## config.mk

```make
export PLATFORM = sky130hd
export DESIGN_NAME = fifo_read_ctrl
export DESIGN_NICKNAME = d
export VERILOG_FILES = /design/src/rtl/fifo_read_ctrl.sv
export SDC_FILE = /design/constraint.sdc
export NUM_CORES = 1
export LEC_CHECK = 0
export BUFFER_PORTS_ARGS = -buffer_cell sky130_fd_sc_hd__buf_4
export CAP_MARGIN = 10
export CORE_MARGIN = 3
export CORE_UTILIZATION = 40
export DETAILED_ROUTE_END_ITERATION = 6
export HOLD_SLACK_MARGIN = 0.15
export REMOVE_ABC_BUFFERS = 1
export SLEW_MARGIN = 20
export SYNTH_ARGS = -nofsm -noshare
export SYNTH_HDL_FRONTEND = slang
export SYNTH_SLANG_ARGS = --single-unit
```

## constraint.sdc

```tcl
create_clock -name clk_read -period 2.9 [get_ports clk_read]
set_clock_uncertainty 0.15 [all_clocks]
set_input_delay 0.29 -clock clk_read [delete_from_list [all_inputs] [get_ports clk_read]]
set_output_delay 0.29 -clock clk_read [all_outputs]
set_load 0.02 [all_outputs]
```

## src/rtl/fifo_read_ctrl.sv

```systemverilog
// Read-side drain controller: pulls a programmed burst from the async FIFO and streams it out via valid/ready.
// Optional pop statistics counter (rd_count) is enabled by defining FIFO_RD_STATS_EN.
module fifo_read_ctrl #(
  parameter int DATA_WIDTH = 8,
  parameter int ADDR_WIDTH = 5
) (
  input  logic                  clk_read,
  input  logic                  rst,
  input  logic                  start,
  input  logic [ADDR_WIDTH:0]   burst_len,
  input  logic                  empty_flag,
  input  logic [DATA_WIDTH-1:0] fifo_data,
  output logic                  Read_enable,
  output logic [DATA_WIDTH-1:0] m_data,
  output logic                  m_valid,
  input  logic                  m_ready,
  output logic                  busy,
  output logic                  done
`ifdef FIFO_RD_STATS_EN
  ,
  output logic [15:0]           rd_count
`endif
);

  typedef enum logic [1:0] {
    S_IDLE  = 2'd0,
    S_FETCH = 2'd1,
    S_DRAIN = 2'd2,
    S_DONE  = 2'd3
  } state_t;

  state_t                state_reg, state_next;
  logic [ADDR_WIDTH:0]   remaining_reg;
  logic                  inflight_reg;
  logic [1:0]            occ_reg, occ_next;
  logic                  wr_ptr_reg, rd_ptr_reg;
  logic                  pop;

  assign m_valid = (occ_reg != 2'd0);
  assign pop     = m_valid & m_ready;

  // Occupancy one cycle ahead: the read just issued lands next cycle, so it must fit then.
  assign occ_next = occ_reg + {1'b0, inflight_reg} - {1'b0, pop};

  assign Read_enable = (state_reg == S_FETCH) & ~empty_flag &
                       (remaining_reg != '0) & (occ_next <= 2'd1);

  always_ff @(posedge clk_read or negedge rst) begin
    if (!rst) begin
      state_reg     <= S_IDLE;
      remaining_reg <= '0;
      inflight_reg  <= 1'b0;
      occ_reg       <= 2'd0;
      wr_ptr_reg    <= 1'b0;
      rd_ptr_reg    <= 1'b0;
    end else begin
      state_reg    <= state_next;
      inflight_reg <= Read_enable;
      occ_reg      <= occ_next;
      if (inflight_reg)
        wr_ptr_reg <= ~wr_ptr_reg;
      if (pop)
        rd_ptr_reg <= ~rd_ptr_reg;
      if (state_reg == S_IDLE && start)
        remaining_reg <= burst_len;
      else if (Read_enable)
        remaining_reg <= remaining_reg - (ADDR_WIDTH+1)'(1);
    end
  end

  always_comb begin
    state_next = state_reg;
    busy       = 1'b0;
    done       = 1'b0;
    case (state_reg)
      S_IDLE: begin
        if (start)
          state_next = (burst_len != '0) ? S_FETCH : S_DONE;
      end
      S_FETCH: begin
        busy = 1'b1;
        if (Read_enable && remaining_reg == (ADDR_WIDTH+1)'(1))
          state_next = S_DRAIN;
      end
      S_DRAIN: begin
        busy = 1'b1;
        if (!inflight_reg && occ_next == 2'd0)
          state_next = S_DONE;
      end
      S_DONE: begin
        done       = 1'b1;
        state_next = S_IDLE;
      end
      default: state_next = S_IDLE;
    endcase
  end

  // Two-entry skid buffer; entries reset to zero so m_data is 0 while in reset.
  genvar gi;
  generate
    for (gi = 0; gi < 2; gi++) begin : g_entry
      logic [DATA_WIDTH-1:0] entry_reg;
      always_ff @(posedge clk_read or negedge rst) begin
        if (!rst)
          entry_reg <= '0;
        else if (inflight_reg && wr_ptr_reg == 1'(gi))
          entry_reg <= fifo_data;
      end
    end
  endgenerate

  assign m_data = rd_ptr_reg ? g_entry[1].entry_reg : g_entry[0].entry_reg;

`ifdef FIFO_RD_STATS_EN
  always_ff @(posedge clk_read or negedge rst) begin
    if (!rst)
      rd_count <= 16'd0;
    else if (pop && rd_count != 16'hFFFF)
      rd_count <= rd_count + 16'd1;
  end
`endif

endmodule

```

==> flow_metrics.env <==
export IMPL_status="completed"
export IMPL_synth_compound_area_share_pct=6.749
export IMPL_clock_root_buffer="clkbuf_8"
export IMPL_fin_tns_setup_ns=0
export IMPL_highest_layer="met4"
export IMPL_crit_buf_inv=2
export IMPL_dp_hpwl_um=2211
export IMPL_fill_cells=298
export IMPL_grt_ovfl_total=0
export IMPL_hold_class="primary input to flip-flop"
export IMPL_synth_adder_area_share_pct=8.230
export IMPL_antenna_found_initial=0
export IMPL_grt_pass1_wl_um=5264
export IMPL_finalSetupViolations=0
export IMPL_drv_cap=0
export IMPL_io_pins=31
export IMPL_vias=1112
export IMPL_grt_use_total_pct=15.71
export IMPL_routedWlPerCell_um=13.78
export IMPL_ys_types=31
export IMPL_crit_path_end_kind="primary output"
export IMPL_area_growth_pct=37.86
export IMPL_fin_crit_sh_pct=99.45
export IMPL_start_util_pct=43.50
export IMPL_rsz0062_at_grt="true"
export IMPL_power_density_nw_per_um2=1120
export IMPL_tightest_slew_ns=0.7583
export IMPL_grt_max_degree=30
export IMPL_synth_seq_cells=29
export IMPL_synth_cells=123
export IMPL_synth_flop_cell="dfrtp_1"
export IMPL_tritoncts="done"
export IMPL_antenna_left=0
export IMPL_register_area_um2=725.7
export IMPL_synth_top_family_by_area="multiplexers"
export IMPL_path_cells="or2_4 -> and2_4 -> ha_4 -> inv_2 -> ha_4 -> xor3_2 -> a311oi_4 -> buf_6"
export IMPL_dieArea_um2=4577
export IMPL_crit_top_cell="ha_4"
export IMPL_syn_avg_cell_area_um2=12.36
export IMPL_path_max_fanout=5
export IMPL_drtIter0Drc=34
export IMPL_clockBufferDepth=2
export IMPL_clk_pin_slew_ns=0.06
export IMPL_placementRows=21
export IMPL_synthMuxAreaShare_pct=22.06
export IMPL_drive_above_1_share_pct=45.25
export IMPL_largest_reg_flops=16
export IMPL_worstPathRequired_ns=2.46
export IMPL_peakVddDrop_uv=505.7
export IMPL_hold_violations=0
export IMPL_start_kind="flip-flop"
export IMPL_yosys_warnings=0
export IMPL_crit_arrival_ns=2.44
export IMPL_wirelength_um=3100
export IMPL_firstDrtPassIters=4
export IMPL_multi_input_area_um2=787.0
export IMPL_ys_seq_area_share_pct=47.74
export IMPL_slew_violations=0
export IMPL_clock_fmax_mhz=346.7
export IMPL_critPathKind="flip-flop to primary output"
export IMPL_relSlewSlack_pct=49.34
export IMPL_clock_sinks=29
export IMPL_slowest_delay_ns=0.44
export IMPL_grt_pass1_vias=1117
export IMPL_place_gp_congestion=0.7538
export IMPL_crit_family="XOR/XNOR gates"
export IMPL_synth_xor_area_share_pct=3.374
export IMPL_wl_met3_um=132
export IMPL_htreeDepth=2
export IMPL_power_total_mw=2.348
export IMPL_finalNetCount=207
export IMPL_n_antenna_cell=0
export IMPL_dieWidth_um=67.65
export IMPL_synthArstFlopShare_pct=100.0
export IMPL_yosys_area_share_simple_pct=9.383
export IMPL_route_met2_wl_um=1521
export IMPL_crit_path_top_delay_cell="xor3_2"
export IMPL_die_height_um=67.65
export IMPL_cts_made_buffers=5
export IMPL_clock_latency_ns=0.28
export IMPL_p_leak_nw=0.9685
export IMPL_viasPerCell=4.942
export IMPL_synth_edf_count=0
export IMPL_synth_cell_area_um2=1520
export IMPL_port_buffers=30
export IMPL_layout_min_cycle_time_ns=2.884
export IMPL_drc=0
export IMPL_core_area_um2=3495
export IMPL_wl_met1_um=1396
tightest hold or removal path: cells and delay by family:
family / cells / cell delay [ns]
AND/OR/NAND/NOR: 1 / 0.06
AO/OA/AOI/OAI: 1 / 0.09
buffers and inverters: 1 / 0.09
worst paths after layout:
kind                                    from               end  slack [ns]  cells past startpoint
worst max-delay path              occ_reg[1]       Read_enable        0.02                      8
worst min-delay path            burst_len[2]  remaining_reg[2]        0.15                      3
worst max register to register    occ_reg[1]  remaining_reg[4]        0.07                     11
worst min register to register    wr_ptr_reg        wr_ptr_reg        0.35                      1
max in group asynchronous                rst  remaining_reg[0]        2.00                      2
min in group asynchronous                rst      state_reg[0]        0.33                      2
timing repair:
item                       in CTS  in global routing
setup endpoints to repair       5                  1
gates cloned                    0                  0
hold endpoints to repair       48                  0
pin swaps                       2                  5
setup buffers                   1                  4
hold buffers                   12                  0
resized for setup               0                  7
per-layer routing:
metal / vias to the layer above / global-route usage, %
li1: 544 / -
met1: 544 / 20.46
met2: 19 / 24.42
met3: 5 / 5.158
met4: 0 / 5.316
met5: - / 0
cells by family (layout without fill, tap and decap cells):
group                      Yosys count  count (layout)
muxes                               30              30
AOI/OAI and AO/OA                   14              14
xor gates and xnor gates             4               4
adders and majority gates           10              10
buffers and inverters               10              66
DFF                                 29              29
and+or+nand+nor                     26              26
cell usage after synthesis, drive strengths merged (2+ instances only):
master	instances	area, um^2
dfrtp	29	725.7
mux2	25	285.3
ha	10	125.1
inv	8	30.03
nor2	8	30.03
a21oi	5	25.02
mux2i	5	50.05
nand2	3	11.26
o21ai	3	15.01
a31oi	2	12.51
clkbuf	2	7.510
nand3	2	10.01
nor2b	2	12.51
nor3	2	10.01
or4	2	15.01
or4b	2	20.02
xor2	2	17.52
per-stage QoR:
stage	cell area (um^2)	util [%]	hold slack, ns	instances	setup slack, ns
after floorplan	1513	-	-0.1556	121	-0.1484
after detailed placement	1818	52.02	0.08393	200	-0.03194
after CTS	2032	58.15	0.1609	221	0.05798
after global placement	1818	52.02	0.08451	200	0.04755
final	2096	59.97	0.1550	225	0.01592
after global routing	2096	59.97	0.1787	225	-0.06628
power breakdown:
part / total, mW / internal, mW / switching [mW]
clock network: 0.319 / 0.165 / 0.154
logic: 1.27 / 0.684 / 0.584
registers: 0.760 / 0.612 / 0.148
total: 2.35 / 1.46 / 0.886
final cells by class:
class                   count  share of cell area [%]
clock buffers               5                   3.284
clock inverters             3                  0.8358
inverters                   8                   1.433
multi-input cells          84                   37.55
flip-flops and latches     29                   34.63
well taps                  46                   2.746
repair buffers             50                   19.52
layout by cell type (no fill, tap or decap), drive strengths merged, types with 2 or more instances in the layout:
cell type | synthesis | routed
mux2 | 25 | 25
ha | 10 | 10
clkinv | 0 | 2
a21oi | 5 | 5
o21ai | 3 | 3
inv | 8 | 8
nor3 | 2 | 2
or4 | 2 | 2
nand3 | 2 | 2
nor2 | 8 | 8
mux2i | 5 | 5
or4b | 2 | 2
buf | 0 | 38
clkbuf | 2 | 5
dfrtp | 29 | 29
nor2b | 2 | 2
a31oi | 2 | 2
nand2 | 3 | 3
xor2 | 2 | 2
dlygate4sd3 | 0 | 12
No activity file was read; power rests on OpenSTA's default activity.
